==> config.mk <==
export PLATFORM = sky130hd
export DESIGN_NAME = l1_l2_arbiter_rr
export DESIGN_NICKNAME = d
export VERILOG_FILES = /design/src/rtl/lc3b_types.sv /design/src/rtl/rr_picker.sv /design/src/rtl/l1_l2_arbiter_rr.sv
export SDC_FILE = /design/constraint.sdc
export NUM_CORES = 1
export LEC_CHECK = 0
export BUFFER_PORTS_ARGS = -buffer_cell sky130_fd_sc_hd__buf_2
export CAP_MARGIN = 20
export CORE_AREA = 2 2 273 275
export DETAILED_ROUTE_END_ITERATION = 12
export DIE_AREA = 0 0 275 277
export PLACE_DENSITY = 0.3
export SYNTH_ARGS = -nofsm -noshare
export SYNTH_HDL_FRONTEND = slang
export SYNTH_SLANG_ARGS = --single-unit
==> constraint.sdc <==
create_clock -name clk -period 3.6 [get_ports clk]
set_input_delay 0.72 -clock clk [delete_from_list [all_inputs] [get_ports clk]]
set_output_delay 0.72 -clock clk [all_outputs]
set_load 0.03 [all_outputs]
==> src/rtl/lc3b_types.sv <==
// ---------------------------------------------------------------------------
// lc3b_types
//
// Shared type definitions for the LC-3b memory hierarchy.
//
//   lc3b_word        16-bit machine word, also the line address type
//   lc3b_cache_line  128-bit cache line
//   arb_state_e      state of the L1->L2 round-robin arbiter
//   grant_w()        width of a channel index for a given channel count
// ---------------------------------------------------------------------------
package lc3b_types;

    typedef logic [15:0]  lc3b_word;
    typedef logic [127:0] lc3b_cache_line;

    // IDLE: waiting for a request.
    // BUSY: one channel owns the L2 port until l2_mem_resp.
    // TURN: one dead cycle so the served channel can drop its request
    //       before the next arbitration looks at it.
    typedef enum logic [1:0] {
        ARB_IDLE = 2'd0,
        ARB_BUSY = 2'd1,
        ARB_TURN = 2'd2
    } arb_state_e;

    // A single-channel build still needs a 1-bit index.
    function automatic int grant_w(input int n);
        return (n > 1) ? $clog2(n) : 1;
    endfunction

endpackage

==> src/rtl/rr_picker.sv <==
// ---------------------------------------------------------------------------
// rr_picker
//
// Combinational round-robin pick. Starting one past last_grant and moving
// upward with wrap-around, returns the first channel whose req bit is set.
// The channel that was served last is therefore considered last.
//
// Ports:
//   req         in   NUM_CH  request vector, one bit per channel
//   last_grant  in   GW      index of the most recently served channel
//   valid       out  1       at least one request is pending
//   next_grant  out  GW      winning channel index (0 when !valid)
// ---------------------------------------------------------------------------
module rr_picker
    import lc3b_types::*;
#(
    parameter int NUM_CH = 2,
    parameter int GW     = grant_w(NUM_CH)
) (
    input  logic [NUM_CH-1:0] req,
    input  logic [GW-1:0]     last_grant,
    output logic              valid,
    output logic [GW-1:0]     next_grant
);

    always_comb begin
        logic [GW-1:0] idx;
        valid      = 1'b0;
        next_grant = '0;
        idx        = last_grant;
        // Visit every channel exactly once, ending at last_grant itself.
        // The wrap compares against NUM_CH-1 rather than relying on
        // natural overflow so non-power-of-two channel counts rotate
        // correctly.
        for (int k = 0; k < NUM_CH; k++) begin
            idx = (idx >= GW'(NUM_CH - 1)) ? '0 : idx + GW'(1);
            if (!valid && req[idx]) begin
                valid      = 1'b1;
                next_grant = idx;
            end
        end
    end

endmodule

==> src/rtl/l1_l2_arbiter_rr.sv <==
// ---------------------------------------------------------------------------
// l1_l2_arbiter_rr
//
// Round-robin arbiter between NUM_CH L1 miss ports and the single L2 line
// port. One channel owns L2 per transaction; a dead TURN cycle separates
// consecutive grants.
//
// Handshake: a channel requests by raising ch_read and/or ch_write and holds
// address, write data, dirty bit and strobes stable until it sees its
// ch_resp bit high for one cycle. ch_resp[i] is the completion pulse; the
// channel may drop or change its request from the following cycle. On the
// L2 side the strobes stay up (combinationally following the granted
// channel) until l2_mem_resp, which is only honoured while BUSY.
//
// Ports:
//   clk, rst_n       clock, synchronous active-low reset
//   ch_address       in   NUM_CH*ADDR_W  channel i at [i*ADDR_W +: ADDR_W]
//   ch_wdata         in   NUM_CH*LINE_W  channel i at [i*LINE_W +: LINE_W]
//   ch_read/write    in   NUM_CH         per-channel line strobes
//   ch_dirty_out     in   NUM_CH         dirty bit toward L2
//   ch_dirty_in      out  NUM_CH         L2 dirty bit, granted channel only
//   ch_rdata         out  LINE_W         L2 read line, broadcast
//   ch_resp          out  NUM_CH         one-hot completion pulse
//   l2_address       out  ADDR_W         granted channel's address
//   l2_wdata         out  LINE_W         granted channel's write line
//   l2_read/write    out  1              granted channel's strobes
//   l2_dirty_out     out  1              granted channel's dirty bit
//   l2_rdata         in   LINE_W         L2 read line
//   l2_mem_resp      in   1              L2 completion
//   l2_dirty_in      in   1              dirty bit from L2
//   dbg_state        out  2              current arb_state_e encoding
// ---------------------------------------------------------------------------
module l1_l2_arbiter_rr
    import lc3b_types::*;
#(
    parameter int NUM_CH = 2,
    parameter int ADDR_W = $bits(lc3b_word),
    parameter int LINE_W = $bits(lc3b_cache_line)
) (
    input  logic                     clk,
    input  logic                     rst_n,

    input  logic [NUM_CH*ADDR_W-1:0] ch_address,
    input  logic [NUM_CH*LINE_W-1:0] ch_wdata,
    input  logic [NUM_CH-1:0]        ch_read,
    input  logic [NUM_CH-1:0]        ch_write,
    input  logic [NUM_CH-1:0]        ch_dirty_out,
    output logic [NUM_CH-1:0]        ch_dirty_in,
    output logic [LINE_W-1:0]        ch_rdata,
    output logic [NUM_CH-1:0]        ch_resp,

    output logic [ADDR_W-1:0]        l2_address,
    output logic [LINE_W-1:0]        l2_wdata,
    output logic                     l2_read,
    output logic                     l2_write,
    output logic                     l2_dirty_out,
    input  logic [LINE_W-1:0]        l2_rdata,
    input  logic                     l2_mem_resp,
    input  logic                     l2_dirty_in,

    output logic [1:0]               dbg_state
);

    localparam int GW = grant_w(NUM_CH);

    arb_state_e       state_q, state_d;
    logic [GW-1:0]    grant_q;
    logic [GW-1:0]    last_grant_q;
    logic [NUM_CH-1:0] req;
    logic             pick_valid;
    logic [GW-1:0]    pick_idx;
    int unsigned      gsel;

    assign req  = ch_read | ch_write;
    assign gsel = 32'(grant_q);

    rr_picker #(
        .NUM_CH (NUM_CH),
        .GW     (GW)
    ) u_picker (
        .req        (req),
        .last_grant (last_grant_q),
        .valid      (pick_valid),
        .next_grant (pick_idx)
    );

    // -----------------------------------------------------------------------
    // State and grant registers.
    // last_grant resets to NUM_CH-1 so the first pick after reset lands on
    // channel 0. grant only moves in IDLE, so it stays pointing at the
    // served channel through TURN; that keeps ch_dirty_in routing stable.
    // -----------------------------------------------------------------------
    always_ff @(posedge clk) begin
        if (!rst_n) begin
            state_q      <= ARB_IDLE;
            grant_q      <= '0;
            last_grant_q <= GW'(NUM_CH - 1);
        end else begin
            state_q <= state_d;
            if (state_q == ARB_IDLE && pick_valid) begin
                grant_q <= pick_idx;
            end
            if (state_q == ARB_BUSY && l2_mem_resp) begin
                last_grant_q <= grant_q;
            end
        end
    end

    // -----------------------------------------------------------------------
    // Next state and L2-facing outputs.
    // Everything toward L2 is zero unless BUSY. While BUSY the strobes
    // follow the granted channel live: if a channel illegally drops its
    // request the strobe drops too, but the grant is held until L2 answers.
    // -----------------------------------------------------------------------
    always_comb begin
        state_d      = state_q;
        l2_read      = 1'b0;
        l2_write     = 1'b0;
        l2_address   = '0;
        l2_wdata     = '0;
        l2_dirty_out = 1'b0;
        ch_resp      = '0;

        case (state_q)
            ARB_IDLE: begin
                if (pick_valid) begin
                    state_d = ARB_BUSY;
                end
            end

            ARB_BUSY: begin
                l2_read      = ch_read[grant_q];
                l2_write     = ch_write[grant_q];
                l2_dirty_out = ch_dirty_out[grant_q];
                l2_address   = ch_address[gsel*ADDR_W +: ADDR_W];
                l2_wdata     = ch_wdata[gsel*LINE_W +: LINE_W];
                if (l2_mem_resp) begin
                    ch_resp[grant_q] = 1'b1;
                    state_d          = ARB_TURN;
                end
            end

            ARB_TURN: begin
                state_d = ARB_IDLE;
            end

            default: begin
                state_d = ARB_IDLE;
            end
        endcase
    end

    // Read data is broadcast; each channel qualifies it with its ch_resp bit.
    assign ch_rdata = l2_rdata;

    // The L2 dirty bit only ever reaches the channel that holds the grant.
    always_comb begin
        ch_dirty_in = '0;
        for (int i = 0; i < NUM_CH; i++) begin
            ch_dirty_in[i] = (gsel == 32'(i)) ? l2_dirty_in : 1'b0;
        end
    end

    assign dbg_state = state_q;

endmodule

Word-level counts from Yosys, hierarchy flattened. Cells that the tools add are included.

Input bits: 426. Word-level logic and storage cells: 55. Output and inout port bits: 281. Flip-flop bits (word level): 4.

$add $sub $neg: 2. Shift operators: 2. Bitwise operators: 1. Equality and inequality tests: 3. Order comparisons: 6. Mux-type cells: 30. Reduce and logical (&&, ||, !) cells: 8.

Operators by type and width (number): 256-bit by 9-bit variable part select with 128-bit output (1); 128-bit 2-to-1 mux (1); 32-bit logical NOT (1); 32-bit by 6-bit variable part select with 16-bit output (1); 1-bit 2-to-1 mux (22); 16-bit 2-to-1 mux (1); 2-bit 2-to-1 mux (4); 1-bit by 2-bit < comparator with 1-bit output (second input constant) (3); 1-bit logical AND (4); 2-bit != test (second input constant) (2); 2-bit case mux with 2 select lines (1); 1-bit >= comparator (second input constant) (3); 1-bit adder (second input constant) (2); 2-bit by 1-bit equality test with 1-bit output (second input constant) (1); 2-bit logical NOT (1); 2-bit bitwise OR (1); 2-bit AND reduction (1); 1-bit demux with 1-bit select (1); 1-bit logical NOT (1).

Depth between registers and ports, before layout.
Depth after elaboration: 10. Mapped depth: 5. Mapped depth without buffers: 3.

Cells and area by module. Synthesis repeated with hierarchy kept, for this count alone.

Cell total of the unflattened synthesis: 480. Area, all modules: 3467.1 um^2.

By module, submodules not included: l1_l2_arbiter_rr (area each 3453.3 um^2, sequential area each 80.1 um^2, times used 1, cells an instance 478); rr_picker (area each 13.8 um^2, sequential area each 0.0 um^2, times used 1, cells an instance 2).

Worst setup path after synthesis. No wires, ideal clock.

Kind: reg-to-output. Start point: register state_q[0], in the netlist dbg_state[0]. End point: output port l2_wdata[100]. Arrival: 1.488 ns. Slack: 1.392 ns. Buffers on the path: 2. Stages on the path, launching flop included: 5. Data required time: 2.880 ns. Cells stage by stage: dfxtp_1 nand2b_1 buf_4 buf_4 nor2_1.

Cells in the longest elaborated chain, start to end: 2.

Ends and longest elaborated chain: from (decl) (RTL line l1_l2_arbiter_rr.sv:66) `arb_state_e state_q, state_d;`; from (signal assigned) (RTL line l1_l2_arbiter_rr.sv:99) `state_q <= state_d;`; 2-bit by 1-bit equality test with 1-bit output (RTL line l1_l2_arbiter_rr.sv:124) `case (state_q)`; 128-bit 2-to-1 mux (RTL line l1_l2_arbiter_rr.sv:124); to (decl) (RTL line l1_l2_arbiter_rr.sv:53) `output logic [LINE_W-1:0] l2_wdata,`.

Every way passes these cells.

Worst setup path in the final report.
Start point: register grant_q. End point: output port l2_wdata[5].

Cells in the longest elaborated chain, start to end: 2.

Ends and longest elaborated chain: from (decl) (RTL line l1_l2_arbiter_rr.sv:67) `logic [GW-1:0] grant_q;`; from (signal assigned) (RTL line l1_l2_arbiter_rr.sv:101) `grant_q <= pick_idx;`; 256-bit by 9-bit variable part select with 128-bit output (RTL line l1_l2_arbiter_rr.sv:136) `l2_wdata = ch_wdata[gsel*LINE_W +: LINE_W];`; 128-bit 2-to-1 mux (RTL line l1_l2_arbiter_rr.sv:124).

Every way passes these cells.

==> metrics.txt <==
# TYPE chip_impl_metric gauge
chip_impl_info{name="outcome",value="finished clean"} 1
chip_impl_metric{name="drtIter0Drc",unit=""} 58
chip_impl_metric{name="p_switching",unit="µW"} 677.7
chip_impl_metric{name="drt_first_pass_iters",unit=""} 4
chip_impl_info{name="synth_largest_area_cell",value="sky130_fd_sc_hd__mux2i_1"} 1
chip_impl_metric{name="inserted_clock_buffers",unit=""} 3
chip_impl_metric{name="synth_seq_cells",unit=""} 4
chip_impl_metric{name="maximum_number_of_pins_on_one_net_before_global_route_repair",unit=""} 65
chip_impl_metric{name="fp.dieH",unit="µm"} 277
chip_impl_metric{name="grt_overflow",unit=""} 0
chip_impl_metric{name="final.min_clock_period",unit="ns"} 2.930
chip_impl_metric{name="critical-path-max-stage-delay",unit="ns"} 0.78
chip_impl_metric{name="worst-path-max-fanout",unit=""} 50
chip_impl_metric{name="fp.dieW",unit="µm"} 275
chip_impl_metric{name="syn_inst",unit=""} 479
chip_impl_metric{name="grt_antenna_before_repair",unit=""} 11
chip_impl_info{name="crit_family",value="multiplexers"} 1
chip_impl_metric{name="grt_pass1_wl",unit="mm"} 32.97
chip_impl_metric{name="synth_warnings",unit=""} 0
chip_impl_metric{name="sequentialPowerShare",unit=""} 0.047
chip_impl_metric{name="cts_sinks",unit=""} 4
chip_impl_metric{name="nNetsFinal",unit=""} 1213
chip_impl_metric{name="timing.critical_path.required",unit="ns"} 2.88
chip_impl_metric{name="max_slew_margin",unit=""} 0.4064
chip_impl_metric{name="detailed_place_hpwl",unit="mm"} 23.83
chip_impl_metric{name="fin_skew",unit="ns"} 0.008264
chip_impl_metric{name="p_clk_frac",unit=""} 0.152
chip_impl_metric{name="number_of_global_route_vias_before_repair",unit=""} 4585
chip_impl_metric{name="effective_utilization_at_floorplan",unit=""} 0.04704
chip_impl_metric{name="antenna_left",unit=""} 0
chip_impl_info{name="worst_min_delay_path_category",value="reg -> reg"} 1
chip_impl_metric{name="row_count",unit=""} 100
chip_impl_metric{name="final-setup-viol-count",unit=""} 0
chip_impl_metric{name="via_count",unit=""} 4463
chip_impl_metric{name="maxCapViolCount",unit=""} 0
chip_impl_metric{name="grtUsageTotal",unit=""} 0.06194
chip_impl_metric{name="h-tree-depth",unit=""} 1
chip_impl_metric{name="worstPathBufferInverterCount",unit=""} 2
chip_impl_metric{name="netlist_area",unit="mm²"} 0.003461
chip_impl_metric{name="die_area",unit="mm²"} 0.07618
chip_impl_metric{name="p_leak",unit="µW"} 0.002797
chip_impl_metric{name="combPwrFrac",unit=""} 0.801
chip_impl_metric{name="netlist.area_leader.share",unit=""} 0.4252
chip_impl_info{name="cts_tree",value="done"} 1
chip_impl_metric{name="powerDensity",unit="mW/mm²"} 206.0
chip_impl_metric{name="route.detailed.drc",unit=""} 0
chip_impl_metric{name="cts_setup_buffers",unit=""} 0
chip_impl_info{name="clock-root-buffer",value="sky130_fd_sc_hd__clkbuf_16"} 1
chip_impl_metric{name="tightest_slew",unit="ns"} 0.8656
chip_impl_metric{name="cts_max_path_buffers",unit=""} 2
chip_impl_info{name="end_kind",value="primary output"} 1
chip_impl_metric{name="syn_avg_cell_area",unit="µm²"} 7.225
chip_impl_metric{name="power.total",unit="µW"} 1225
chip_impl_metric{name="internal_power",unit="µW"} 547.5
chip_impl_metric{name="postSynthNetCount",unit=""} 905
chip_impl_metric{name="io_pins",unit=""} 707
chip_impl_metric{name="layout-area-overhead-vs-synth",unit="%"} 71.87
chip_impl_metric{name="final_layout_size_suffix_gt1_frac",unit=""} 0.5967
chip_impl_info{name="rsz0062_at_grt",value="false"} 1
chip_impl_info{name="ys_top_cells_by_area",value="sky130_fd_sc_hd__mux2i_1 (43%), sky130_fd_sc_hd__buf_4 (30%), sky130_fd_sc_hd__nor2_1 (16%)"} 1
chip_impl_metric{name="timing.setup.tns",unit="ns"} 0
chip_impl_info{name="master_of_the_slowest_instance_on_the_critical_path",value="sky130_fd_sc_hd__mux2i_1"} 1
chip_impl_metric{name="netSwitchingFraction",unit=""} 0.5532
chip_impl_info{name="critPathLaunchType",value="flop"} 1
chip_impl_metric{name="final_cell_area",unit="mm²"} 0.005948
chip_impl_metric{name="dpl_cell_area",unit="mm²"} 0.005857
chip_impl_info{name="worst_setup_path_category",value="reg -> out"} 1
chip_impl_metric{name="clock_insertion_delay_at_the_later_pin_of_the_skew_report",unit="ns"} 0.23
chip_impl_metric{name="layout_worst_path_cycle_share",unit=""} 0.8140
chip_impl_info{name="worstPathCellList",value="buf_12 > mux2i_1 > nor2_1 > buf_2"} 1
chip_impl_metric{name="finalHoldWorstSlack",unit="ns"} 0.4692
chip_impl_metric{name="place.gp.congestion",unit=""} 0.7382
chip_impl_metric{name="clk_pin_slew",unit="ns"} 0.04
chip_impl_metric{name="post_cts_resized",unit=""} 0
chip_impl_metric{name="worst-endpoint-arrival",unit="ns"} 2.21
chip_impl_metric{name="synth.distinct_cells",unit=""} 19
chip_impl_metric{name="timing.final.max_slew_violations",unit=""} 0
chip_impl_metric{name="wire_length_reported_by_the_detailed_router",unit="mm"} 26.67
chip_impl_metric{name="drt-wirelength-per-cell",unit="µm"} 15.15
chip_impl_metric{name="hold_violations",unit=""} 0
chip_impl_metric{name="irDropWorstVdd",unit="mV"} 0.1467
chip_impl_metric{name="area_inside_the_core_boundary",unit="mm²"} 0.07357
chip_impl_metric{name="post_cts_hold_buffer_count",unit=""} 0
chip_impl_metric{name="max_freq",unit="GHz"} 0.3413
chip_impl_metric{name="viasPerCell",unit=""} 2.536
chip_impl_metric{name="synth_seq_area_share",unit=""} 0.02314
chip_impl_metric{name="port_buffers",unit=""} 450
==> metal layers <==
layer  track usage  wire [µm]  share of wire
met1       0.06583       9801           0.37
met2        0.1135      12660           0.47
met3       0.01119       2507          0.094
met4       0.03534       1704          0.064
met5             0          0              0
==> cells in the final DEF, fill, tap and decap left out, drive strengths merged <==
cell type / synthesis / final
nand3b: 2 / 2
o31ai: 1 / 1
dfxtp: 4 / 4
and2: 1 / 1
or4: 1 / 1
and3: 2 / 2
diode: 0 / 5
nor3b: 1 / 1
a21boi: 1 / 1
buf: 161 / 464
o211ai: 1 / 1
nor2b: 2 / 2
mux2i: 147 / 147
nand2b: 1 / 1
nor2: 150 / 150
clkbuf: 0 / 4
nand2: 2 / 2
o21ai: 2 / 2
==> state kept, by name (all words and copies together) (netlist names) <==
register / flops
dbg_state: 2
grant_q: 1
last_grant_q: 1
==> worst register-to-register path: cells and delay by family, from the launching register on <==
| family | cells | cell delay, ns |
|---|---|---|
| flip-flops | 1 | 0.48 |
| buffers and inverters | 2 | 0.64 |
| AND/OR/NAND/NOR | 2 | 0.27 |
==> synthesized netlist by cell type <==
cell                       count
sky130_fd_sc_hd__nor2_1      150
sky130_fd_sc_hd__mux2i_1     147
sky130_fd_sc_hd__buf_4       138
sky130_fd_sc_hd__buf_6        14
sky130_fd_sc_hd__buf_2         9
sky130_fd_sc_hd__dfxtp_1       4
sky130_fd_sc_hd__and3_1        2
sky130_fd_sc_hd__nand2_1       2
sky130_fd_sc_hd__nand3b_1      2
sky130_fd_sc_hd__nor2b_1       2
sky130_fd_sc_hd__a21boi_1      1
sky130_fd_sc_hd__and2_1        1
sky130_fd_sc_hd__nand2b_1      1
sky130_fd_sc_hd__nor3b_1       1
sky130_fd_sc_hd__o211ai_1      1
sky130_fd_sc_hd__o21ai_0       1
sky130_fd_sc_hd__o21ai_1       1
sky130_fd_sc_hd__o31ai_1       1
sky130_fd_sc_hd__or4_1         1
==> logic make-up after synthesis <==
family / synth area share
DFF: 0.02314
muxes: 0.4252
AOI/OAI and AO/OA: 0.009400
and+or+nand+nor: 0.1844
buffers and inverters: 0.3579
==> through the flow <==
stage | utilization | cells | setup slack, ns
2_1_floorplan | - | 479 | 1.392
3_3_place_gp | 0.07935 | 1749 | 0.5435
3_5_place_dp | 0.07961 | 1751 | 0.6809
4_1_cts | 0.08068 | 1755 | 0.4251
5_1_grt | 0.08082 | 1759 | 0.3779
6_report | 0.08085 | 1760 | 0.6697
==> worst paths after layout <==
kind                                    from            to  slack (ns)  cells after the start
worst max-delay path                 grant_q   l2_wdata[5]        0.67                      4
worst min-delay path            last_grant_q  last_grant_q        0.47                      2
worst max register to register       grant_q  last_grant_q        2.14                      4
worst min register to register  last_grant_q  last_grant_q        0.47                      2
==> power by group through the flow <==
| stage | registers (µW) | logic [µW] | clock network, µW |
|---|---|---|---|
| 4_1_cts | 57.3 | 1020 | 189 |
| 3_5_place_dp | 57.8 | 1010 | 0 |
| 5_1_grt | 58.4 | 1070 | 192 |
| 3_3_place_gp | 56.8 | 1010 | 0 |
| 6_report | 57.0 | 982 | 186 |
| 2_1_floorplan | 54.0 | 853 | 0 |
==> final cells by class <==
type | count | area, µm²
Fill cell | 8762 | 67620
Timing Repair Buffer | 464 | 2411
Multi-Input combinational cell | 314 | 2150
Tap cell | 969 | 1212
Sequential cell | 4 | 83.83
Clock buffer | 4 | 78.83
Antenna cell | 5 | 12.51
No activity file was read; power rests on OpenSTA's default activity.
